$ cat src/rtl/cordic_pkg.sv
// Shared widths, operand field offsets and the tag carried alongside the CORDIC pipe.
package cordic_pkg;
    localparam int W   = 16;
    localparam int IW  = 10;
    localparam int OPW = 4 * W + IW;

    localparam int IDX_LSB = 0;
    localparam int YR_LSB  = IW;
    localparam int XR_LSB  = IW + W;
    localparam int YM_LSB  = IW + 2 * W;
    localparam int XM_LSB  = IW + 3 * W;

    typedef struct packed {
        logic valid;
        logic id;
    } tag_t;

    function automatic logic [OPW-1:0] pack_ops(input logic [W-1:0]  xm,
                                                input logic [W-1:0]  ym,
                                                input logic [W-1:0]  xr,
                                                input logic [W-1:0]  yr,
                                                input logic [IW-1:0] idx);
        logic [OPW-1:0] v;
        v = '0;
        v[XM_LSB +: W]   = xm;
        v[YM_LSB +: W]   = ym;
        v[XR_LSB +: W]   = xr;
        v[YR_LSB +: W]   = yr;
        v[IDX_LSB +: IW] = idx;
        return v;
    endfunction
endpackage

$ cat src/rtl/cordic_rsp_fifo.sv
// Response FIFO: write visible on o_rd_data/!o_empty the cycle after, pop on empty ignored,
// write+pop on a full FIFO accepted together.
module cordic_rsp_fifo #(
    parameter int DEPTH = 4,
    parameter int WIDTH = 8
) (
    input  logic             i_clk,
    input  logic             i_reset,
    input  logic             i_wr,
    input  logic [WIDTH-1:0] i_wr_data,
    input  logic             i_rd,
    output logic [WIDTH-1:0] o_rd_data,
    output logic             o_empty,
    output logic             o_full
);
    localparam int PW = (DEPTH > 1) ? $clog2(DEPTH) : 1;
    localparam int CW = $clog2(DEPTH + 1);
    localparam logic [PW-1:0] LAST = PW'(DEPTH - 1);

    logic [WIDTH-1:0] r_mem [DEPTH];
    logic [PW-1:0]    r_wr_ptr;
    logic [PW-1:0]    r_rd_ptr;
    logic [CW-1:0]    r_count;
    logic             w_do_rd;
    logic             w_do_wr;

    assign o_empty   = (r_count == '0);
    assign o_full    = (r_count == CW'(DEPTH));
    assign w_do_rd   = i_rd & ~o_empty;
    assign w_do_wr   = i_wr & (~o_full | w_do_rd);
    assign o_rd_data = r_mem[r_rd_ptr];

    always_ff @(posedge i_clk) begin
        if (w_do_wr) r_mem[r_wr_ptr] <= i_wr_data;
    end

    always_ff @(posedge i_clk) begin
        if (i_reset) begin
            r_wr_ptr <= '0;
            r_rd_ptr <= '0;
            r_count  <= '0;
        end else begin
            if (w_do_wr) r_wr_ptr <= (r_wr_ptr == LAST) ? '0 : r_wr_ptr + 1'b1;
            if (w_do_rd) r_rd_ptr <= (r_rd_ptr == LAST) ? '0 : r_rd_ptr + 1'b1;
            r_count <= r_count + CW'(w_do_wr) - CW'(w_do_rd);
        end
    end
endmodule

$ cat src/rtl/cordic_pipe_sched.sv
// Two-requester round-robin, credit-based scheduler in front of a fixed-latency CORDIC pipe.
// Handshake to rsp_valid is LAT+2 cycles; a requester stalls only when its credits are exhausted.
module cordic_pipe_sched
    import cordic_pkg::*;
#(
    parameter int LAT     = 8,
    parameter int CREDITS = 4
) (
    input  logic           i_clk,
    input  logic           i_reset,
    input  logic [1:0]     i_req_valid,
    output logic [1:0]     o_req_ready,
    input  logic [OPW-1:0] i_req_data0,
    input  logic [OPW-1:0] i_req_data1,
    output logic           o_pipe_wen,
    output logic [OPW-1:0] o_pipe_data,
    input  logic           i_pipe_wen_out,
    input  logic [OPW-1:0] i_pipe_res,
    output logic [1:0]     o_rsp_valid,
    input  logic [1:0]     i_rsp_ready,
    output logic [OPW-1:0] o_rsp_data0,
    output logic [OPW-1:0] o_rsp_data1,
    output logic           o_busy,
    output logic           o_err_orphan,
    output logic           o_err_missing
);
    localparam int CW = $clog2(CREDITS + 1);

    logic [CW-1:0]  r_credit [2];
    logic           r_last;
    logic           r_pipe_wen;
    logic [OPW-1:0] r_pipe_data;
    tag_t           r_tag [LAT+1];
    logic           r_err_orphan;
    logic           r_err_missing;

    logic [1:0] w_elig;
    logic [1:0] w_grant;
    logic [1:0] w_pop;
    logic [1:0] w_ret;
    logic [1:0] w_fifo_wr;
    logic [1:0] w_empty;
    logic [1:0] w_full;
    tag_t       w_tail;
    logic       w_busy;

    assign w_tail = r_tag[LAT];

    for (genvar g = 0; g < 2; g++) begin : g_req
        assign w_elig[g]    = i_req_valid[g] & (r_credit[g] != '0) & ~i_reset;
        assign w_pop[g]     = i_rsp_ready[g] & ~w_empty[g];
        // Credits make a full-FIFO write impossible; the gate keeps a broken pipe from corrupting it.
        assign w_fifo_wr[g] = w_tail.valid & i_pipe_wen_out & (w_tail.id == 1'(g))
                              & (~w_full[g] | w_pop[g]);
        assign w_ret[g]     = w_tail.valid & ~i_pipe_wen_out & (w_tail.id == 1'(g));
    end

    // r_last names the requester granted most recently; the other one wins a tie.
    always_comb begin
        w_grant = w_elig;
        if (&w_elig) w_grant = r_last ? 2'b01 : 2'b10;
    end

    always_comb begin
        w_busy = r_pipe_wen;
        for (int k = 0; k <= LAT; k++) w_busy = w_busy | r_tag[k].valid;
    end

    always_ff @(posedge i_clk) begin
        if (i_reset) begin
            for (int i = 0; i < 2; i++) r_credit[i] <= CW'(CREDITS);
        end else begin
            for (int i = 0; i < 2; i++)
                r_credit[i] <= r_credit[i] + CW'(w_pop[i]) + CW'(w_ret[i]) - CW'(w_grant[i]);
        end
    end

    always_ff @(posedge i_clk) begin
        if (i_reset) begin
            r_pipe_wen  <= 1'b0;
            r_pipe_data <= '0;
            r_last      <= 1'b1;
        end else begin
            r_pipe_wen <= |w_grant;
            if (|w_grant) begin
                r_pipe_data <= w_grant[1] ? i_req_data1 : i_req_data0;
                r_last      <= w_grant[1];
            end
        end
    end

    // Stage 0 loads with the issue register, so stage LAT lines up with pipe_wen_out.
    always_ff @(posedge i_clk) begin
        if (i_reset) begin
            for (int k = 0; k <= LAT; k++) r_tag[k] <= '0;
        end else begin
            r_tag[0] <= tag_t'{valid: |w_grant, id: w_grant[1]};
            for (int k = 1; k <= LAT; k++) r_tag[k] <= r_tag[k-1];
        end
    end

    always_ff @(posedge i_clk) begin
        if (i_reset) begin
            r_err_orphan  <= 1'b0;
            r_err_missing <= 1'b0;
        end else begin
            if (w_tail.valid & ~i_pipe_wen_out) r_err_missing <= 1'b1;
            if (~w_tail.valid & i_pipe_wen_out) r_err_orphan  <= 1'b1;
        end
    end

    cordic_rsp_fifo #(.DEPTH(CREDITS), .WIDTH(OPW)) u_fifo0 (
        .i_clk     (i_clk),
        .i_reset   (i_reset),
        .i_wr      (w_fifo_wr[0]),
        .i_wr_data (i_pipe_res),
        .i_rd      (i_rsp_ready[0]),
        .o_rd_data (o_rsp_data0),
        .o_empty   (w_empty[0]),
        .o_full    (w_full[0])
    );

    cordic_rsp_fifo #(.DEPTH(CREDITS), .WIDTH(OPW)) u_fifo1 (
        .i_clk     (i_clk),
        .i_reset   (i_reset),
        .i_wr      (w_fifo_wr[1]),
        .i_wr_data (i_pipe_res),
        .i_rd      (i_rsp_ready[1]),
        .o_rd_data (o_rsp_data1),
        .o_empty   (w_empty[1]),
        .o_full    (w_full[1])
    );

    assign o_req_ready   = w_grant;
    assign o_pipe_wen    = r_pipe_wen;
    assign o_pipe_data   = r_pipe_data;
    assign o_rsp_valid   = ~w_empty;
    assign o_busy        = w_busy;
    assign o_err_orphan  = r_err_orphan;
    assign o_err_missing = r_err_missing;
endmodule

$ cat config.mk
export PLATFORM = sky130hd
export DESIGN_NAME = cordic_pipe_sched
export DESIGN_NICKNAME = d
export VERILOG_FILES = /design/src/rtl/cordic_pkg.sv /design/src/rtl/cordic_rsp_fifo.sv /design/src/rtl/cordic_pipe_sched.sv
export SDC_FILE = /design/constraint.sdc
export NUM_CORES = 1
export LEC_CHECK = 0
export CORE_MARGIN = 3
export CORE_UTILIZATION = 48
export CTS_CLUSTER_DIAMETER = 200
export CTS_CLUSTER_SIZE = 40
export DETAILED_ROUTE_END_ITERATION = 8
export PLACE_DENSITY_LB_ADDON = 0.08
export SYNTH_ARGS = -nofsm -noshare
export SYNTH_HDL_FRONTEND = slang
export SYNTH_HIERARCHICAL = 1
export SYNTH_SLANG_ARGS = --single-unit
$ cat constraint.sdc
create_clock -name i_clk -period 3.2 [get_ports i_clk]
set_input_delay 0.32 -clock i_clk [delete_from_list [all_inputs] [get_ports i_clk]]
set_output_delay 0.32 -clock i_clk [all_outputs]
set_load 0.01 [all_outputs]
==> results of run 1 <==
[metrics by stage]
step | total power (W) | setup WS [ns]
final | 0.0193 | 0.283
after global routing | 0.0202 | 0.133
after CTS | 0.0196 | 0.0608
after detailed placement | 0.0158 | 0.257
after global placement | 0.0158 | 0.279
after floorplan | 0.0132 | 0.239
[logic make-up after synthesis]
family / count (synthesis)
compound gates: 89
fa+ha+maj: 20
buf+inv: 96
simple gates: 308
mux: 150
xor+xnor: 8
flops: 711
[path summary, 6_finish.rpt]
check                   from              end  slack, ns  cells past startpoint
max reg2reg   r_credit[0][1]   r_credit[0][2]       0.48                     10
max                 register   o_rsp_data0[3]       0.28                      3
min reg2reg      r_tag[0][0]      r_tag[0][2]       0.45                      1
min          i_req_data0[40]  o_pipe_data[40]       0.29                      3
[area by class of cell]
type,count,area [um^2],area share
tap,696,871,0.0265
sequential,711,20200,0.615
timing repair buffer,506,5190,0.158
multi-input combinational,575,5900,0.180
clock buffer,36,582,0.0177
antenna,1,2.50,0.0000763
inverter,17,63.8,0.00195
clock inverter,1,11.3,0.000343
[state kept, by name, summed over array words and instances, names as in the netlist, named ones only]
name              cells
o_pipe_data          74
u_fifo1/r_mem       296
r_credit              6
o_err_orphan          1
u_fifo1/r_count       3
u_fifo1/r_rd_ptr      2
u_fifo1/r_wr_ptr      2
u_fifo0/r_mem       296
u_fifo0/r_wr_ptr      2
r_tag                18
o_err_missing         1
r_last                1
u_fifo0/r_rd_ptr      2
u_fifo0/r_count       3
[power by group through the flow]
stage	Combinational (W)	Clock [W]	Sequential, W
2_1_floorplan	0.00244	0	0.0108
3_3_place_gp	0.00491	0	0.0109
3_5_place_dp	0.00494	0	0.0109
4_1_cts	0.00496	0.00394	0.0107
5_1_grt	0.00523	0.00422	0.0107
6_report	0.00489	0.00378	0.0107
[cells in the final DEF, fill, tap and decap left out, types with 8 or more instances in the layout]
cell             Yosys  final
nor2b_1             28     28
nand2_1            156    156
ha_1                14     14
inv_1               17     17
clkdlybuf4s50_1      0    458
xnor2_1              8      8
mux4_2             148    148
clkbuf_1            33     15
nor2_1              10     10
clkbuf_16            0     21
buf_12               0     20
nand3_1             81     80
dfxtp_1            119    115
and3_4               0      8
edfxtp_1           592    592
o211ai_1            74     74
buf_4                6     28
[metal layers]
metal / vias up / wire length (um) / global-route usage
li1: 6321 / - / -
met1: 7355 / 25100 / 0.281
met2: 430 / 33100 / 0.386
met3: 58 / 3820 / 0.0386
met4: 2 / 1620 / 0.0520
met5: - / 7 / 0
[repair_timing]
action / in CTS / in global routing
hold endpoints to repair: 0 / 0
setup buffers: 0 / 1
hold buffers: 0 / 0
resized for setup: 0 / 0
setup endpoints to repair: 0 / 1
[critical path, cell delays in order, from the launching register on]
cell and delay [ns]:
dfxtp_4 0.76, buf_4 0.32, mux4_2 0.36, clkdlybuf4s50_1 0.57
==> flow_metrics.py, run 1 <==
metrics = {
    "logic_synthesis": {
        "yosysTopAreaCellShare": 0.672,
        "ys_top_cells_by_count": "edfxtp_1, nand2_1, mux4_2, dfxtp_1, nand3_1",
        "synth.avg_cell_area_um2": 19.2,
        "yosysWarnings": 6,
        "synth_mux_area_frac": 0.127,
        "synth-edff-count": 592,
        "synthSimpleGateAreaFrac": 0.0539,
        "synth.distinct_cells": 37,
        "synthArstFlopShare": 0,
        "ys.flop_type": "edfxtp_1",
        "ys_seq_area_frac": 0.762,
        "syn_area_mm2": 0.0265,
        "syn_inst": 1382,
        "synth_xor_area_frac": 0.00265,
        "ys_seq_elements": 711,
        "synth_top_family_by_area": "multiplexers",
        "yosys.area.top_type": "edfxtp_1",
        "syn_nets": 1631,
        "yosys-top-cells-area": "edfxtp_1, mux4_2, dfxtp_1",
        "synth-compound-area-share": 0.0260,
        "synth_fa_ha_area_frac": 0.0112,
        "yosysMostFrequentCell": "edfxtp_1",
    },
    "die": {
        "dieArea_mm2": 0.0580,
        "row_count": 85,
        "core_mm2": 0.0542,
        "initial_core_util": 0.488,
        "io_pins": 459,
        "dieWidth_um": 241,
        "fp.dieH_um": 241,
    },
    "placement": {
        "dp_hpwl_um": 43500,
        "placed_area_mm2": 0.0322,
        "portBuffers": 458,
        "placedCellCount": 2504,
        "place_congestion": 0.844,
    },
    "pwr": {
        "p_sw_frac": 0.260,
        "power_density_mw_per_mm2": 590,
        "p_sw_w": 0.00503,
        "clkPwrFrac": 0.196,
        "seqPwrFrac": 0.552,
        "p_int_w": 0.0143,
        "p_comb_frac": 0.253,
        "worst_ir_drop_vdd_mv": 0.369,
        "leakagePower_nw": 10.3,
    },
    "clock_network": {
        "cts-root-buf": "clkbuf_16",
        "cts.clk_slew.worst_paths_ns": 0.14,
        "clk_path_buf_depth": 3,
        "cts_tree": "built",
        "htree_levels": 1,
        "clk_latency_ns": 0.58,
        "numCtsBuffers": 21,
        "clock-sinks": 711,
    },
    "routing": {
        "routedWlPerCell_um": 25.0,
        "drc_errors": 0,
        "vias": 14200,
        "ant_nets": 0,
        "via_per_inst": 5.57,
        "wl_um": 63600,
        "drt_iter0_drc": 867,
        "first_pass_iters": 5,
    },
    "finish": {
        "fillCellCount": 4000,
        "drive_gt1_frac": 0.133,
        "area_delta_synth_final_pct": 23.9,
        "nNetsFinal": 2081,
        "finish.instance_area_mm2": 0.0328,
        "finish.utilization": 0.605,
        "final_cell_count_no_fill": 2543,
    },
    "setup_path": {
        "required_ns": 2.88,
        "crit_path_max_fanout": 29,
        "start_kind": "register",
        "crit_path_end_kind": "primary output",
        "worstPathArrival_ns": 2.60,
        "path_class": "reg2out",
    },
    "grt": {
        "grt_max_degree": 77,
        "antenna_found_initial": 3,
        "grt_overflow": 0,
        "groute.usage.overall": 0.217,
        "grt_pass1_vias": 14600,
        "grt_pass1_wl_um": 94000,
    },
    "timing": {
        "fin_crit_sh": 0.911,
        "holdWs_ns": 0.290,
        "fmax_mhz": 343,
        "slew_headroom": 0.450,
        "skew_ns": 0.0165,
        "rsz0062_at_grt": "false",
        "finalHoldViolCount": 0,
        "drv_slew": 0,
        "setup_viol": 0,
        "period_needed_ns": 2.92,
        "worstMarginPinSlew_ns": 0.825,
        "fin_setup_tns_ns": 0,
    },
    "worst_hold_path": {
        "hold_class": "in2reg",
    },
    "outcome": {
        "outcome": "finished clean",
    },
    "job": {
        "cap_violations": 0,
    },
}
(Power assumes the default switching activity.)
==> inputs of run 2 (changes only) <==
PLACE_DENSITY = 0.73   (was unset)
PLACE_DENSITY_LB_ADDON = unset   (was 0.08)
SLEW_MARGIN = 15   (was unset)
SYNTH_HIERARCHICAL = unset   (was 1)
==> run 2 against run 1 <==
  * Sequential power barely moved
  * Total power increased by 0.98%
  * Largest power group unchanged
  * Clock skew grew 0.014 ns
==> flow_metrics.py, run 2 <==
metrics = {
    "routing": {
        "vias": 13900,
        "wl_um": 61000,
        "ant_nets": 0,
        "drt_iter0_drc": 1069,
        "first_pass_iters": 5,
        "drc_errors": 0,
        "via_per_inst": 5.81,
        "routedWlPerCell_um": 25.6,
    },
    "logic_synthesis": {
        "yosysWarnings": 0,
        "yosysTopAreaCellShare": 0.675,
        "ys_top_cells_by_count": "edfxtp_1, mux4_2, dfxtp_1, nor4b_1, a221o_1",
        "ys.flop_type": "edfxtp_1",
        "yosys.area.top_type": "edfxtp_1",
        "synthArstFlopShare": 0,
        "ys_seq_elements": 711,
        "syn_nets": 1480,
        "yosysMostFrequentCell": "edfxtp_1",
        "synth-edff-count": 592,
        "ys_seq_area_frac": 0.765,
        "synth.distinct_cells": 40,
        "syn_area_mm2": 0.0263,
        "syn_inst": 1229,
        "yosys-top-cells-area": "edfxtp_1, mux4_2, dfxtp_1",
        "synth.avg_cell_area_um2": 21.4,
    },
    "die": {
        "io_pins": 459,
        "dieArea_mm2": 0.0577,
        "core_mm2": 0.0540,
        "row_count": 85,
        "dieWidth_um": 240,
        "initial_core_util": 0.488,
        "fp.dieH_um": 240,
    },
    "timing": {
        "fmax_mhz": 335,
        "drv_slew": 0,
        "skew_ns": 0.0302,
        "rsz0062_at_grt": "false",
        "finalHoldViolCount": 0,
        "period_needed_ns": 2.99,
        "fin_crit_sh": 0.933,
        "setup_viol": 0,
        "slew_headroom": 0.224,
        "fin_setup_tns_ns": 0,
        "worstMarginPinSlew_ns": 1.16,
    },
    "placement": {
        "dp_hpwl_um": 40800,
        "portBuffers": 458,
        "place_congestion": 0.793,
        "placed_area_mm2": 0.0320,
        "placedCellCount": 2345,
    },
    "setup_path": {
        "reg2reg_depth": 4,
        "worstPathArrival_ns": 2.67,
        "slowest_stage": "mux4_2",
        "cp_top_family": "buffers and inverters",
        "cpPeakStageDelay_ns": 0.56,
        "crit_path_max_fanout": 22,
        "critPathBufInv": 2,
        "start_kind": "register",
        "r2r_start": "r_credit[0][1]",
        "required_ns": 2.88,
        "path_class": "reg2out",
        "critPathCapture": "o_rsp_data1[9]",
        "path_depth": 3,
        "worstPathCellList": "buf_4 > mux4_2 > clkdlybuf4s50_1",
        "reg2reg_to": "o_pipe_data[56]",
        "crit_path_end_kind": "primary output",
        "reg2reg_slack_ns": 0.38,
    },
    "clock_network": {
        "numCtsBuffers": 21,
        "clk_latency_ns": 0.59,
        "clock-sinks": 711,
        "ctsResizeCount": 0,
        "postCtsHoldBufs": 0,
        "cts-root-buf": "clkbuf_16",
        "post_cts_buffers": 0,
        "clk_path_buf_depth": 3,
        "cts_tree": "built",
        "cts.clk_slew.worst_paths_ns": 0.14,
        "htree_levels": 1,
    },
    "finish": {
        "final_common_cell": "edfxtp_1",
        "nNetsFinal": 1923,
        "final_cell_count_no_fill": 2384,
        "layout_common_cells": "edfxtp_1, clkdlybuf4s50_1, mux4_2, dfxtp_1, nor4b_1",
        "area_delta_synth_final_pct": 23.7,
        "finish.instance_area_mm2": 0.0326,
        "drive_gt1_frac": 0.136,
    },
    "grt": {
        "antenna_found_initial": 5,
        "grt_overflow": 0,
        "grt_max_degree": 77,
        "grt_pass1_vias": 14300,
        "groute.usage.overall": 0.208,
        "grt_pass1_wl_um": 90000,
    },
    "pwr": {
        "fin_total_pwr_w": 0.0195,
        "leakagePower_nw": 10.2,
        "worst_ir_drop_vdd_mv": 0.440,
        "power_density_mw_per_mm2": 599,
    },
    "outcome": {
        "outcome": "finished clean",
    },
    "worst_hold_path": {
        "hold_class": "in2reg",
    },
    "job": {
        "cap_violations": 0,
    },
}
run 2: worst min-delay path by stage:
stage | endpoint | cells after the start | startpoint | slack [ns]
6_report | o_pipe_data[21] | 2 | i_req_data0[21] | 0.32
5_1_grt | o_pipe_data[26] | 2 | i_req_data0[26] | 0.29
4_1_cts | o_pipe_data[21] | 2 | i_req_data0[21] | 0.28
3_5_place_dp | r_tag[0][2] | 1 | r_tag[0][0] | 0.43
3_3_place_gp | r_tag[0][2] | 1 | r_tag[0][0] | 0.42
2_1_floorplan | r_tag[0][10] | 1 | r_tag[0][8] | 0.41
run 2: area by class of cell:
| cell class | count | area [um^2] |
|---|---|---|
| Timing Repair Buffer | 497 | 5130 |
| Clock buffer | 36 | 582 |
| Tap cell | 696 | 871 |
| Fill cell | 3855 | 21400 |
| Sequential cell | 711 | 20200 |
| Multi-Input combinational cell | 419 | 5740 |
| Inverter | 22 | 82.6 |
| Clock inverter | 2 | 20.0 |
| Antenna cell | 1 | 2.50 |
run 2: stage by stage:
step	worst slack, ns	hold slack, ns	utilization
final	0.214	0.321	0.603
after global routing	0.0644	0.287	0.603
after global placement	0.373	0.418	0.592
after detailed placement	0.336	0.427	0.592
after CTS	0.125	0.277	0.603
after floorplan	0.277	0.414	-
run 2: cell families (layout without fill, tap and decap cells):
| family | Yosys count | count (layout) | share of synthesized area |
|---|---|---|---|
| AOI/OAI and AO/OA | 93 | 93 | 0.0335 |
| xor gates and xnor gates | 8 | 8 | 0.00266 |
| adders and majority gates | 22 | 22 | 0.0122 |
| buffers and inverters | 99 | 557 | 0.0184 |
| DFF | 711 | 711 | 0.765 |
| muxes | 150 | 150 | 0.127 |
| other | 0 | 1 | 0 |
| and+or+nand+nor | 146 | 146 | 0.0408 |
run 2: power by group:
| part | total [W] | leakage [nW] | internal [W] | switching [W] |
|---|---|---|---|---|
| combinational | 0.00506 | 3.60 | 0.00285 | 0.00222 |
| clock | 0.00381 | 0.287 | 0.00129 | 0.00252 |
| sequential | 0.0107 | 6.30 | 0.0103 | 0.000349 |
| total | 0.0195 | 10.2 | 0.0144 | 0.00508 |
run 2: metal layers:
layer	share of wire	GRT usage	vias up
li1	-	-	5991
met4	0.028	0.0543	8
met5	0.00079	0	-
met2	0.51	0.359	536
met1	0.39	0.272	7241
met3	0.072	0.0426	85
run 2: worst register-to-register path: cells and delay by family (launching register included):
family	cells	cell delay, ns
buffers and inverters	1	0.62
AOI/OAI and AO/OA	2	1.27
and+or+nand+nor	1	0.50
DFF	1	0.38
